==> src/rtl/cpu0_pkg.sv <==
// Shared definitions for the cpu0 memory subsystem: operand sizes, memory map
// and memory-arbiter state encodings.
package cpu0_pkg;

   typedef enum logic [1:0] {
      BYTE  = 2'b00,
      INT16 = 2'b01,
      INT24 = 2'b10,
      INT32 = 2'b11
   } size_e;

   typedef enum logic [1:0] {
      IDLE   = 2'd0,
      ACCESS = 2'd1,
      DONE   = 2'd2
   } state_e;

   localparam logic [31:0] MEMSIZE = 32'h0008_0000;
   localparam logic [31:0] IOADDR  = 32'h0008_0000;

   // Operand size is deliberately ignored: the last word-aligned slot bounds every access.
   function automatic logic is_mem_addr(input logic [31:0] addr,
                                        input logic [31:0] memsize,
                                        input logic [31:0] ioaddr);
      return (addr != ioaddr) && (addr <= memsize - 32'd4);
   endfunction

endpackage

==> src/rtl/mem_bus_arbiter_rr_arb2.sv <==
// Two-way round-robin grant with an optional master-0 lock.
module rr_arb2 (
   input  logic       clock,
   input  logic       reset,
   input  logic [1:0] req_i,
   input  logic       lock_i,
   input  logic       last_gnt_i,
   input  logic       upd_i,
   output logic       gnt_valid_o,
   output logic       gnt_id_o
);

   logic rr_q;
   logic lock_hold;

   assign lock_hold = lock_i && !last_gnt_i;

   always_comb begin
      gnt_valid_o = |req_i;
      gnt_id_o    = req_i[1] & ~req_i[0];
      if (&req_i) begin
         gnt_id_o = lock_hold ? 1'b0 : rr_q;
      end
   end

   // The pointer only moves when a transfer finishes, and stays on master 0 while it is locked.
   always_ff @(posedge clock) begin
      if (reset) begin
         rr_q <= 1'b0;
      end else if (upd_i && !lock_hold) begin
         rr_q <= ~last_gnt_i;
      end
   end

endmodule

==> src/rtl/mem_bus_arbiter.sv <==
// Shares the memory0 port between cpu0 (master 0) and the DMA/loader (master 1),
// with IO write decode and out-of-range error response.
module mem_bus_arbiter #(
   parameter logic [31:0] MEMSIZE = cpu0_pkg::MEMSIZE,
   parameter logic [31:0] IOADDR  = cpu0_pkg::IOADDR,
   parameter int unsigned MEM_LAT = 1
) (
   input  logic        clock,
   input  logic        reset,
   input  logic        m0_req,
   input  logic        m0_rw,
   input  logic [1:0]  m0_size,
   input  logic [31:0] m0_addr,
   input  logic [31:0] m0_wdata,
   output logic [31:0] m0_rdata,
   output logic        m0_ack,
   output logic        m0_err,
   input  logic        m0_lock,
   input  logic        m1_req,
   input  logic        m1_rw,
   input  logic [1:0]  m1_size,
   input  logic [31:0] m1_addr,
   input  logic [31:0] m1_wdata,
   output logic [31:0] m1_rdata,
   output logic        m1_ack,
   output logic        m1_err,
   output logic        mem_en,
   output logic        mem_rw,
   output logic [1:0]  mem_size,
   output logic [31:0] mem_addr,
   output logic [31:0] mem_wdata,
   input  logic [31:0] mem_rdata,
   output logic        io_wr,
   output logic [31:0] io_wdata,
   output logic [1:0]  io_size,
   output logic        gnt,
   output logic        busy
);
   import cpu0_pkg::*;

   localparam logic [3:0] LAT = 4'(MEM_LAT);

   state_e      state_q;
   logic [3:0]  cnt_q;
   logic        rw_q, err_q, gnt_q;
   logic        mem_en_q, mem_rw_q, io_wr_q;
   logic [1:0]  mem_size_q, io_size_q;
   logic [31:0] mem_addr_q, mem_wdata_q, io_wdata_q;
   logic [31:0] m0_rdata_q, m1_rdata_q;
   logic        m0_ack_q, m1_ack_q, m0_err_q, m1_err_q;

   logic        arb_valid, arb_id;
   logic        sel_rw;
   logic [1:0]  sel_size;
   logic [31:0] sel_addr, sel_wdata;
   logic        sel_mem, sel_io;

   rr_arb2 u_arb (
      .clock       (clock),
      .reset       (reset),
      .req_i       ({m1_req, m0_req}),
      .lock_i      (m0_lock),
      .last_gnt_i  (gnt_q),
      .upd_i       (state_q == DONE),
      .gnt_valid_o (arb_valid),
      .gnt_id_o    (arb_id)
   );

   always_comb begin
      sel_rw    = arb_id ? m1_rw    : m0_rw;
      sel_size  = arb_id ? m1_size  : m0_size;
      sel_addr  = arb_id ? m1_addr  : m0_addr;
      sel_wdata = arb_id ? m1_wdata : m0_wdata;
      sel_mem   = is_mem_addr(sel_addr, MEMSIZE, IOADDR);
      sel_io    = !sel_rw && (sel_addr == IOADDR);
   end

   // IO and error responses spend one ACCESS beat with mem_en low so their ack
   // lands two cycles after the request, the same as a single-cycle memory access.
   always_ff @(posedge clock) begin
      if (reset) begin
         state_q     <= IDLE;
         cnt_q       <= '0;
         rw_q        <= 1'b0;
         err_q       <= 1'b0;
         gnt_q       <= 1'b0;
         mem_en_q    <= 1'b0;
         mem_rw_q    <= 1'b0;
         mem_size_q  <= '0;
         mem_addr_q  <= '0;
         mem_wdata_q <= '0;
         io_wr_q     <= 1'b0;
         io_size_q   <= '0;
         io_wdata_q  <= '0;
         m0_rdata_q  <= '0;
         m1_rdata_q  <= '0;
         m0_ack_q    <= 1'b0;
         m1_ack_q    <= 1'b0;
         m0_err_q    <= 1'b0;
         m1_err_q    <= 1'b0;
      end else begin
         io_wr_q  <= 1'b0;
         m0_ack_q <= 1'b0;
         m1_ack_q <= 1'b0;
         m0_err_q <= 1'b0;
         m1_err_q <= 1'b0;
         case (state_q)
            IDLE: begin
               if (arb_valid) begin
                  gnt_q   <= arb_id;
                  rw_q    <= sel_rw;
                  err_q   <= !(sel_mem || sel_io);
                  state_q <= ACCESS;
                  cnt_q   <= 4'd1;
                  if (sel_mem) begin
                     mem_en_q    <= 1'b1;
                     mem_rw_q    <= sel_rw;
                     mem_size_q  <= sel_size;
                     mem_addr_q  <= sel_addr;
                     mem_wdata_q <= sel_rw ? 32'd0 : sel_wdata;
                     cnt_q       <= LAT;
                  end else if (sel_io) begin
                     io_wr_q    <= 1'b1;
                     io_wdata_q <= sel_wdata;
                     io_size_q  <= sel_size;
                  end
               end
            end
            ACCESS: begin
               if (cnt_q <= 4'd1) begin
                  mem_en_q <= 1'b0;
                  state_q  <= DONE;
                  if (gnt_q) begin
                     m1_ack_q <= 1'b1;
                     m1_err_q <= err_q;
                     if (rw_q) m1_rdata_q <= err_q ? 32'd0 : mem_rdata;
                  end else begin
                     m0_ack_q <= 1'b1;
                     m0_err_q <= err_q;
                     if (rw_q) m0_rdata_q <= err_q ? 32'd0 : mem_rdata;
                  end
               end else begin
                  cnt_q <= cnt_q - 4'd1;
               end
            end
            DONE:    state_q <= IDLE;
            default: state_q <= IDLE;
         endcase
      end
   end

   assign m0_rdata  = m0_rdata_q;
   assign m1_rdata  = m1_rdata_q;
   assign m0_ack    = m0_ack_q;
   assign m1_ack    = m1_ack_q;
   assign m0_err    = m0_err_q;
   assign m1_err    = m1_err_q;
   assign mem_en    = mem_en_q;
   assign mem_rw    = mem_rw_q;
   assign mem_size  = mem_size_q;
   assign mem_addr  = mem_addr_q;
   assign mem_wdata = mem_wdata_q;
   assign io_wr     = io_wr_q;
   assign io_wdata  = io_wdata_q;
   assign io_size   = io_size_q;
   assign gnt       = gnt_q;
   assign busy      = (state_q != IDLE);

endmodule

==> config.mk <==
export PLATFORM = sky130hd
export DESIGN_NAME = mem_bus_arbiter
export DESIGN_NICKNAME = d
export VERILOG_FILES = /design/src/rtl/cpu0_pkg.sv /design/src/rtl/mem_bus_arbiter_rr_arb2.sv /design/src/rtl/mem_bus_arbiter.sv
export SDC_FILE = /design/constraint.sdc
export NUM_CORES = 1
export LEC_CHECK = 0
export BUFFER_PORTS_ARGS = -buffer_cell sky130_fd_sc_hd__buf_2
export CAP_MARGIN = 20
export CORE_AREA = 2 2 132 134
export CTS_CLUSTER_SIZE = 8
export DETAILED_ROUTE_END_ITERATION = 16
export DIE_AREA = 0 0 134 136
export PLACE_DENSITY = 0.77
export SLEW_MARGIN = 20
export SYNTH_ARGS = -nofsm -noshare
export SYNTH_HDL_FRONTEND = slang
export SYNTH_SLANG_ARGS = --single-unit
==> constraint.sdc <==
create_clock -name clock -period 3.05 [get_ports clock]
set_input_delay 0 -clock clock [delete_from_list [all_inputs] [get_ports clock]]
set_output_delay 0 -clock clock [all_outputs]
set_load 0.005 [all_outputs]
==> impl_metrics.json, run 1 <==
{
  "drv_cap": 0,
  "r2r_start": "u_arb.rr_q",
  "cts_buffer_depth": 2,
  "cts_hold_repair.buffers": 61,
  "grt_overflow": 0,
  "drt-initial-drc-count": 378,
  "ys_async_sr_fraction": 0,
  "synth_cells": 857,
  "power.leakage_nw": 5.018,
  "worstMarginPinSlew_ns": 0.7599,
  "die-area_sq_mm": 0.01822,
  "hold_viol": 0,
  "place_area_sq_mm": 0.009378,
  "max-vdd-ir-drop_uv": 353.8,
  "viasPerCell": 5.214,
  "final_common_cell": "buf_2",
  "startpoint": "u_arb.rr_q",
  "cts_tree": "done",
  "crit_path_cell_trace": "nand2b_1, and3_2, buf_4, mux2i_4, and3_1, a221oi_1",
  "ys_seq_elements": 181,
  "row_count": 48,
  "drv_slew": 0,
  "antenna_cells": 0,
  "track_usage": 0.2574,
  "synth_warnings": 0,
  "routed_wl_um": 24420,
  "syn_nets": 1030,
  "critPathBufInv": 1,
  "synth_cell_types": 48,
  "antenna_found_initial": 0,
  "fin_nets": 1407,
  "swShare": 0.2423,
  "synth-main-ff-cell": "dfxtp_1",
  "insertion_delay_ns": 0.42,
  "clock_sinks": 181,
  "power_frac_clock": 0.440,
  "grt_pass1_wl_um": 37030,
  "cp-end-kind": "flop",
  "cts_buffers": 17,
  "post-route-min-period_ns": 2.738,
  "crit_type": "reg -> reg",
  "status": "completed",
  "avgSynthCellArea_sq_um": 8.772,
  "finalCritPeriodShare": 0.8975,
  "fmax_mhz": 365.3,
  "dr.pass1.iters": 5,
  "p_sw_mw": 1.295,
  "min_from": "m0_addr[4]",
  "cp_top_family": "simple AND/OR/NAND/NOR gates",
  "slew_headroom": 0.4934,
  "p_seq_frac": 0.450,
  "dr_total_vias": 7675,
  "power_density_mw_per_mm2": 503.2,
  "layout_common_cells": "buf_2 (342), nand2_1 (199), dfxtp_1 (181)",
  "netlist_area_sq_mm": 0.007517,
  "htree_num_levels": 4,
  "critPathMaxFanout": 32,
  "rsz0062_at_grt": "no",
  "hold_path_class": "in -> reg",
  "p_int_mw": 4.050,
  "initial_core_util": 0.4454,
  "setup_violations": 0,
  "dpl.hpwl_um": 16850,
  "portBuffers": 343,
  "crit_path_start_kind": "flop",
  "finalSetupTns_ns": 0,
  "syn_to_final_growth_pct": 41.31,
  "pre_cts_slack_ns": 0.4266,
  "slowest_stage": "and3_1",
  "clkTransAtPathRegs_ns": 0.07,
  "io_pins": 344,
  "stdcell_area_sq_mm": 0.01062,
  "ant_nets": 0,
  "root_buffer": "clkbuf_16",
  "drc": 0,
  "slowest_delay_ns": 0.68,
  "core_sq_mm": 0.01688,
  "worstPathArrival_ns": 2.99,
  "place.gp.congestion": 0.9170,
  "ctsResizeCount": 0,
  "die_w_um": 134,
  "post_cts_buffers": 0,
  "post_drt_wl_per_cell_um": 16.59,
  "fp.dieH_um": 136,
  "drive_above_1_share": 0.3496,
  "grt_max_degree": 74,
  "skew_ns": 0.01062,
  "synth_seq_area_share": 0.4820,
  "grt_pass1_vias": 7206,
  "synth_edf_count": 0,
  "p_total_mw": 5.346,
  "cp.required_ns": 3.30,
  "power_frac_comb": 0.109,
  "layout_setup_ws_ns": 0.3125
}
-- per-stage QoR --
| step | std cells | utilization | hold WS (ns) |
|---|---|---|---|
| 2_1_floorplan | 857 | - | 0.2436 |
| 3_3_place_gp | 1378 | 0.5540 | 0.3760 |
| 3_5_place_dp | 1379 | 0.5557 | 0.3813 |
| 4_1_cts | 1472 | 0.6294 | 0.01241 |
| 5_1_grt | 1472 | 0.6294 | 0.03339 |
| 6_report | 1472 | 0.6294 | 0.02706 |
-- cells in the mapped netlist, types with 6 or more instances --
| library cell | n | area share |
|---|---|---|
| nand2_1 | 199 | 0.099 |
| dfxtp_1 | 181 | 0.48 |
| a21oi_1 | 103 | 0.069 |
| nor2b_1 | 72 | 0.060 |
| clkbuf_1 | 44 | 0.022 |
| mux2_2 | 36 | 0.054 |
| a22o_1 | 32 | 0.037 |
| inv_1 | 27 | 0.013 |
| mux2i_1 | 19 | 0.025 |
| a221oi_1 | 17 | 0.020 |
| nor4_1 | 17 | 0.014 |
| and2_1 | 15 | 0.012 |
| nor2_1 | 15 | 0.0075 |
| nand3_1 | 9 | 0.0060 |
| buf_2 | 8 | 0.0053 |
| buf_6 | 8 | 0.012 |
| nand4_1 | 6 | 0.0050 |
-- registers in the layout (all words and copies together) (netlist names) --
name	flops
cnt_q	4
err_q	1
gnt	1
io_size	2
io_wdata	32
io_wr	1
m0_ack	1
m0_err	1
m0_rdata	32
m1_ack	1
m1_err	1
m1_rdata	32
mem_addr	32
mem_en	1
mem_rw	1
mem_size	2
mem_wdata	32
rw_q	1
state_q	2
u_arb.rr_q	1
-- layout make-up --
type	count	area (sq um)
sequential	181	3623
inverter	27	101.3
clock buffer	18	439.2
timing repair buffer	419	2475
fill	1400	6254
clock inverter	14	195.2
tap	225	281.5
multi-input combinational	588	3507
-- routing by layer --
layer / up-vias / global-route usage / part of all wire
li1: 3676 / - / -
met5: - / 0 / 0
met3: 83 / 0.07532 / 0.088
met1: 3523 / 0.2947 / 0.39
met2: 393 / 0.4433 / 0.48
met4: 0 / 0.1200 / 0.039
-- worst paths after layout --
path / to / slack, ns / depth (start not counted)
worst max-delay path: mem_addr[12] / 0.31 / 6
worst min-delay path: mem_addr[4] / 0.03 / 3
worst max register to register: mem_addr[12] / 0.31 / 6
worst min register to register: mem_addr[1] / 0.45 / 2
-- power by group through the flow --
stage / clock network, mW / registers (mW) / logic [mW]
finish: 2.35 / 2.41 / 0.583
global placement: 0 / 2.46 / 0.500
CTS: 2.39 / 2.41 / 0.573
floorplan: 0 / 2.46 / 0.274
global route: 2.48 / 2.41 / 0.641
detailed placement: 0 / 2.46 / 0.503
-- worst min-delay path: stages --
cell	delay, ns
buf_2	0.11
mux2i_1	0.17
a221oi_1	0.10
-- cells by family (layout without fill, tap and decap cells) --
kind of cell / Yosys count / in the layout / synth area share
simple gates: 357 / 357 / 0.2284
flops: 181 / 181 / 0.4820
compound gates: 171 / 171 / 0.1485
buf+inv: 88 / 478 / 0.05326
mux: 56 / 56 / 0.08222
fa+ha+maj: 2 / 2 / 0.003328
xor+xnor: 2 / 2 / 0.002331
Note: power is estimated with default switching activity, not from simulation.
==> run 2, diff against run 1 <==
==> constraint.sdc (replaced) <==
create_clock -name clock -period 3.05 [get_ports clock]
set_input_delay 0.1525 -clock clock [delete_from_list [all_inputs] [get_ports clock]]
set_output_delay 0.1525 -clock clock [all_outputs]
set_load 0.005 [all_outputs]
==> run 2 against run 1 <==
Effect of this change:
- die area stayed put
- global-route usage is 1.4 points lower
- non-clock buffer count is 63 lower
- wire length is 6.9% lower
- fmax is 4.7% higher
- register-to-register slack better by 0.12 ns
- sequential cell count stayed put
- worst hold slack better by 0.069 ns
- critical path depth stayed put
- clock power hardly changed
- setup slack better by 0.12 ns
- final cell count is 4.3% lower
- critical path type unchanged
- critical endpoint is now mem_addr[15]
- highest routed layer unchanged
==> impl_metrics.json, run 2 (same netlist as run 1, synthesis figures left out) <==
{
  "grt_overflow": 0,
  "clock_sinks": 181,
  "fill_cells": 1511,
  "layout_setup_ws_ns": 0.4350,
  "fp.dieH_um": 136,
  "cp-end-kind": "flop",
  "p_sw_mw": 1.266,
  "drive_above_1_share": 0.3666,
  "die_w_um": 134,
  "final-seq-area_sq_mm": 0.003623,
  "cts_buffers": 17,
  "worstPathArrival_ns": 2.88,
  "clkTransAtPathRegs_ns": 0.07,
  "slew_headroom": 0.3764,
  "p_seq_frac": 0.456,
  "power.leakage_nw": 4.749,
  "cts_tree": "done",
  "cp.required_ns": 3.31,
  "drv_slew": 0,
  "io_pins": 344,
  "drv_cap": 0,
  "cts_buffer_depth": 2,
  "finalSetupTns_ns": 0,
  "dr.pass1.iters": 4,
  "skew_ns": 0.02448,
  "cts_hold_repair.buffers": 0,
  "syn_to_final_growth_pct": 33.12,
  "hold_viol": 0,
  "multi_input_area_sq_mm": 0.003507,
  "core_sq_mm": 0.01688,
  "hold_path_class": "in -> reg",
  "dr_total_vias": 7215,
  "final_common_cell": "buf_2",
  "row_count": 48,
  "rsz0062_at_grt": "no",
  "grt_max_degree": 91,
  "grt_pass1_wl_um": 34870,
  "dpl.hpwl_um": 16750,
  "post_cts_buffers": 0,
  "swShare": 0.2397,
  "crit_type": "reg -> reg",
  "layout_common_cells": "buf_2 (342), nand2_1 (199), dfxtp_1 (181)",
  "p_total_mw": 5.280,
  "p_int_mw": 4.015,
  "post_drt_wl_per_cell_um": 16.14,
  "power_density_mw_per_mm2": 527.7,
  "insertion_delay_ns": 0.43,
  "die-area_sq_mm": 0.01822,
  "power_frac_comb": 0.095,
  "critPathMaxFanout": 34,
  "worstMarginPinSlew_ns": 0.9354,
  "post-route-min-period_ns": 2.615,
  "drt-initial-drc-count": 397,
  "grt_pass1_vias": 6771,
  "fin_nets": 1344,
  "initial_core_util": 0.4454,
  "ctsResizeCount": 0,
  "track_usage": 0.2437,
  "htree_num_levels": 4,
  "max-vdd-ir-drop_uv": 344.7,
  "finalCritPeriodShare": 0.8574,
  "viasPerCell": 5.121,
  "antenna_cells": 0,
  "setup_violations": 0,
  "drc": 0,
  "root_buffer": "clkbuf_16",
  "power_frac_clock": 0.449,
  "fmax_mhz": 382.4,
  "crit_path_start_kind": "flop",
  "routed_wl_um": 22740,
  "pre_cts_slack_ns": 0.4525,
  "place.gp.congestion": 0.9213,
  "antenna_found_initial": 0,
  "status": "completed",
  "portBuffers": 343,
  "ant_nets": 0
}
[run 2: changes by cell type in the layout (fill, tap and decap cells not counted)]
cell           previous run  this run
clkinv_4                  2         1
dlygate4sd3_1            61         0
buf_4                    14        12
clkinv_2                  3         1
clkbuf_8                  1         2
clkinvlp_4                1         3
[run 2: power by group through the flow]
stage | sequential, mW | clock (mW) | combinational, mW
2_1_floorplan | 2.46 | 0 | 0.274
3_3_place_gp | 2.46 | 0 | 0.498
3_5_place_dp | 2.46 | 0 | 0.504
4_1_cts | 2.41 | 2.42 | 0.506
5_1_grt | 2.41 | 2.53 | 0.560
6_report | 2.41 | 2.37 | 0.503
[run 2: worst paths after layout]
check | startpoint | to | slack [ns] | depth (start not counted)
max | u_arb.rr_q | mem_addr[15] | 0.43 | 6
max reg2reg | u_arb.rr_q | mem_addr[15] | 0.43 | 6
min reg2reg | m0_rdata[0] | m0_rdata[0] | 0.45 | 2
min | m1_addr[5] | mem_addr[5] | 0.1 | 3
[run 2: cell type report]
type | instances | area share
multi-input combinational | 588 | 0.3505
tap | 225 | 0.02813
clock inverter | 13 | 0.01913
clock buffer | 19 | 0.04526
timing repair buffer | 356 | 0.1848
sequential | 181 | 0.3621
inverter | 27 | 0.01013
[run 2: metrics by stage]
step / hold WS (ns) / utilization / cells / area [sq um]
6_report: 0.09563 / 0.5930 / 1409 / 10010
5_1_grt: 0.09160 / 0.5930 / 1409 / 10010
2_1_floorplan: 0.3961 / - / 857 / 7517
4_1_cts: 0.07791 / 0.5930 / 1409 / 10010
3_5_place_dp: 0.4372 / 0.5548 / 1377 / 9363
3_3_place_gp: 0.4298 / 0.5532 / 1376 / 9335
[run 2: routing by layer]
metal / routed length, um / global-route usage
met5: 0 / 0
met3: 1920 / 0.07644
met1: 9244 / 0.2895
met4: 413 / 0.08392
met2: 11160 / 0.4177
[run 2: critical path: stages, from the launching register on]
cell	delay, ns
dfxtp_1	0.34
nand2b_1	0.14
and3_2	0.31
buf_4	0.38
mux2i_4	0.45
and3_1	0.63
a221oi_1	0.17
==> run 3, diff against run 2 <==
- BUFFER_PORTS_ARGS: -buffer_cell sky130_fd_sc_hd__buf_2 -> default
- DONT_BUFFER_PORTS: default -> 1
- PLACE_DENSITY: 0.77 -> default
- SLEW_MARGIN: 20 -> 40
==> run 3 against run 2 <==
Effect of this change:
- the run now ends with hold timing left
- core utilization fell by 6.3 points
- via count fell by 11%
- die area did not move
- critical path type unchanged
- clock-buffer cell count fell by 1
- clock power fell by 3%
- setup slack got worse by 0.20 ns
==> impl_metrics.json, run 3 (same netlist as run 1, synthesis figures left out) <==
{
  "final-seq-area_sq_mm": 0.003625,
  "die-area_sq_mm": 0.01822,
  "drv_cap": 0,
  "post_cts_buffers": 0,
  "dr_total_vias": 6455,
  "hold_viol": 1,
  "finalCritPeriodShare": 0.9219,
  "ff2ff_setup_slack_ns": 0.24,
  "critPathMaxFanout": 17,
  "final_util": 0.5302,
  "fill_cells": 1545,
  "worstMarginPinSlew_ns": 0.7319,
  "crit_path_cell_trace": "nand2b_1, and3_2, mux2i_4, and3_1, a221oi_1, dlygate4sd3_1",
  "status": "finished, violations left",
  "syn_to_final_growth_pct": 19.02,
  "worstHoldPathCells": 2,
  "cts_buffer_depth": 2,
  "rsz0062_at_grt": "no",
  "ant_nets": 0,
  "finalSetupTns_ns": 0,
  "cts_buffers": 17,
  "insertion_delay_ns": 0.43,
  "fmax_mhz": 355.7,
  "io_pins": 344,
  "root_buffer": "clkbuf_16",
  "routed_wl_um": 22330,
  "skew_ns": 0.01491,
  "post_drt_wl_per_cell_um": 19.70,
  "layout_common_cells": "nand2_1 (199), dfxtp_1 (180), a21oi_1 (103)",
  "crit_path_start_kind": "flop",
  "track_usage": 0.2355,
  "grt_overflow": 0,
  "dr.pass1.iters": 5,
  "post-route-min-period_ns": 2.812,
  "slowest_stage": "and3_1",
  "fin_nets": 1068,
  "core_sq_mm": 0.01688,
  "place.gp.congestion": 0.9470,
  "initial_core_util": 0.4454,
  "fp.dieH_um": 136,
  "stdcell_area_sq_mm": 0.008947,
  "clock_sinks": 181,
  "holdWs_ns": -0.004242,
  "worstPathArrival_ns": 3.14,
  "r2r_start": "u_arb.rr_q",
  "multi_input_area_sq_mm": 0.003507,
  "clkTransAtPathRegs_ns": 0.08,
  "max-vdd-ir-drop_uv": 369.7,
  "min_from": "m0_addr[12]",
  "cts_tree": "done",
  "drc": 0,
  "cp.required_ns": 3.38,
  "drive_above_1_share": 0.1024,
  "viasPerCell": 5.697,
  "drv_slew": 0,
  "grt_max_degree": 144,
  "startpoint": "u_arb.rr_q",
  "hold_path_class": "in -> reg",
  "portBuffers": 0,
  "holdPathEnd": "mem_addr[12]",
  "htree_num_levels": 4,
  "slew_headroom": 0.5079,
  "r2r_cells": 6,
  "crit_type": "reg -> reg",
  "grt_pass1_vias": 6409,
  "slowest_delay_ns": 0.66,
  "final_common_cell": "nand2_1",
  "violations": "hold timing",
  "setup_violations": 0,
  "place_area_sq_mm": 0.007626,
  "dpl.hpwl_um": 14910,
  "cp-end-kind": "flop",
  "die_w_um": 134,
  "antenna_cells": 0,
  "r2r-end": "mem_addr[10]",
  "drt-initial-drc-count": 365,
  "power_density_mw_per_mm2": 575.0,
  "antenna_found_initial": 0,
  "grt_pass1_wl_um": 33810,
  "row_count": 48,
  "ctsResizeCount": 0,
  "power.leakage_nw": 3.397,
  "cts_hold_repair.buffers": 66
}
run 3: cell types whose count changed in the layout (fill, tap and decap cells not counted), sizes merged:
cell / before / now
clkinv: 2 / 8
clkinvlp: 3 / 0
buf: 356 / 14
bufinv: 4 / 2
dlygate4sd3: 0 / 66
clkbuf: 19 / 18
run 3: routing by layer:
layer	vias to the layer above	GRT usage	routed length (um)
met1	3061	0.2570	8395
met2	328	0.4046	11010
met5	-	0	0
met3	63	0.08949	2132
met4	0	0.1117	791
li1	3003	-	-
run 3: stage by stage:
step           total power [mW]  instances  hold WS (ns)  worst slack, ns
5_1_grt                   5.338       1133      0.004737           0.1151
3_5_place_dp              2.784       1034        0.2575           0.7440
2_1_floorplan             2.737        857        0.3961            1.016
6_report                  5.145       1133     -0.004242           0.2383
4_1_cts                   5.187       1132      0.002019           0.2678
3_3_place_gp              2.771       1032        0.2587           0.5816
run 3: report_power, final:
part	internal, mW	switching [mW]	total (mW)
sequential	2.39	0.0362	2.43
combinational	0.173	0.245	0.418
clock	1.27	1.03	2.30
run 3: critical path, delay by kind of cell, from the launching register on:
kind | cells | cell delay (ns)
AOI/OAI and AO/OA | 1 | 0.16
buffers and inverters | 1 | 0.60
DFF | 1 | 0.35
muxes | 1 | 0.44
and+or+nand+nor | 3 | 1.17
run 3: worst max path at each step:
stage	end	slack, ns	depth (start not counted)
floorplan	mem_wdata[21]	1.02	9
global placement	io_wdata[21]	0.58	5
detailed placement	mem_wdata[20]	0.74	6
CTS	mem_addr[10]	0.27	6
global route	mem_addr[10]	0.12	6
finish	mem_addr[10]	0.24	6
run 3: final cells by class:
class	count	share of cell area
clock buffer	18	0.04908
clock inverter	14	0.02154
inverter	27	0.01133
multi-input combinational	588	0.3920
sequential	181	0.4051
tap	225	0.03146
timing repair buffer	80	0.08950
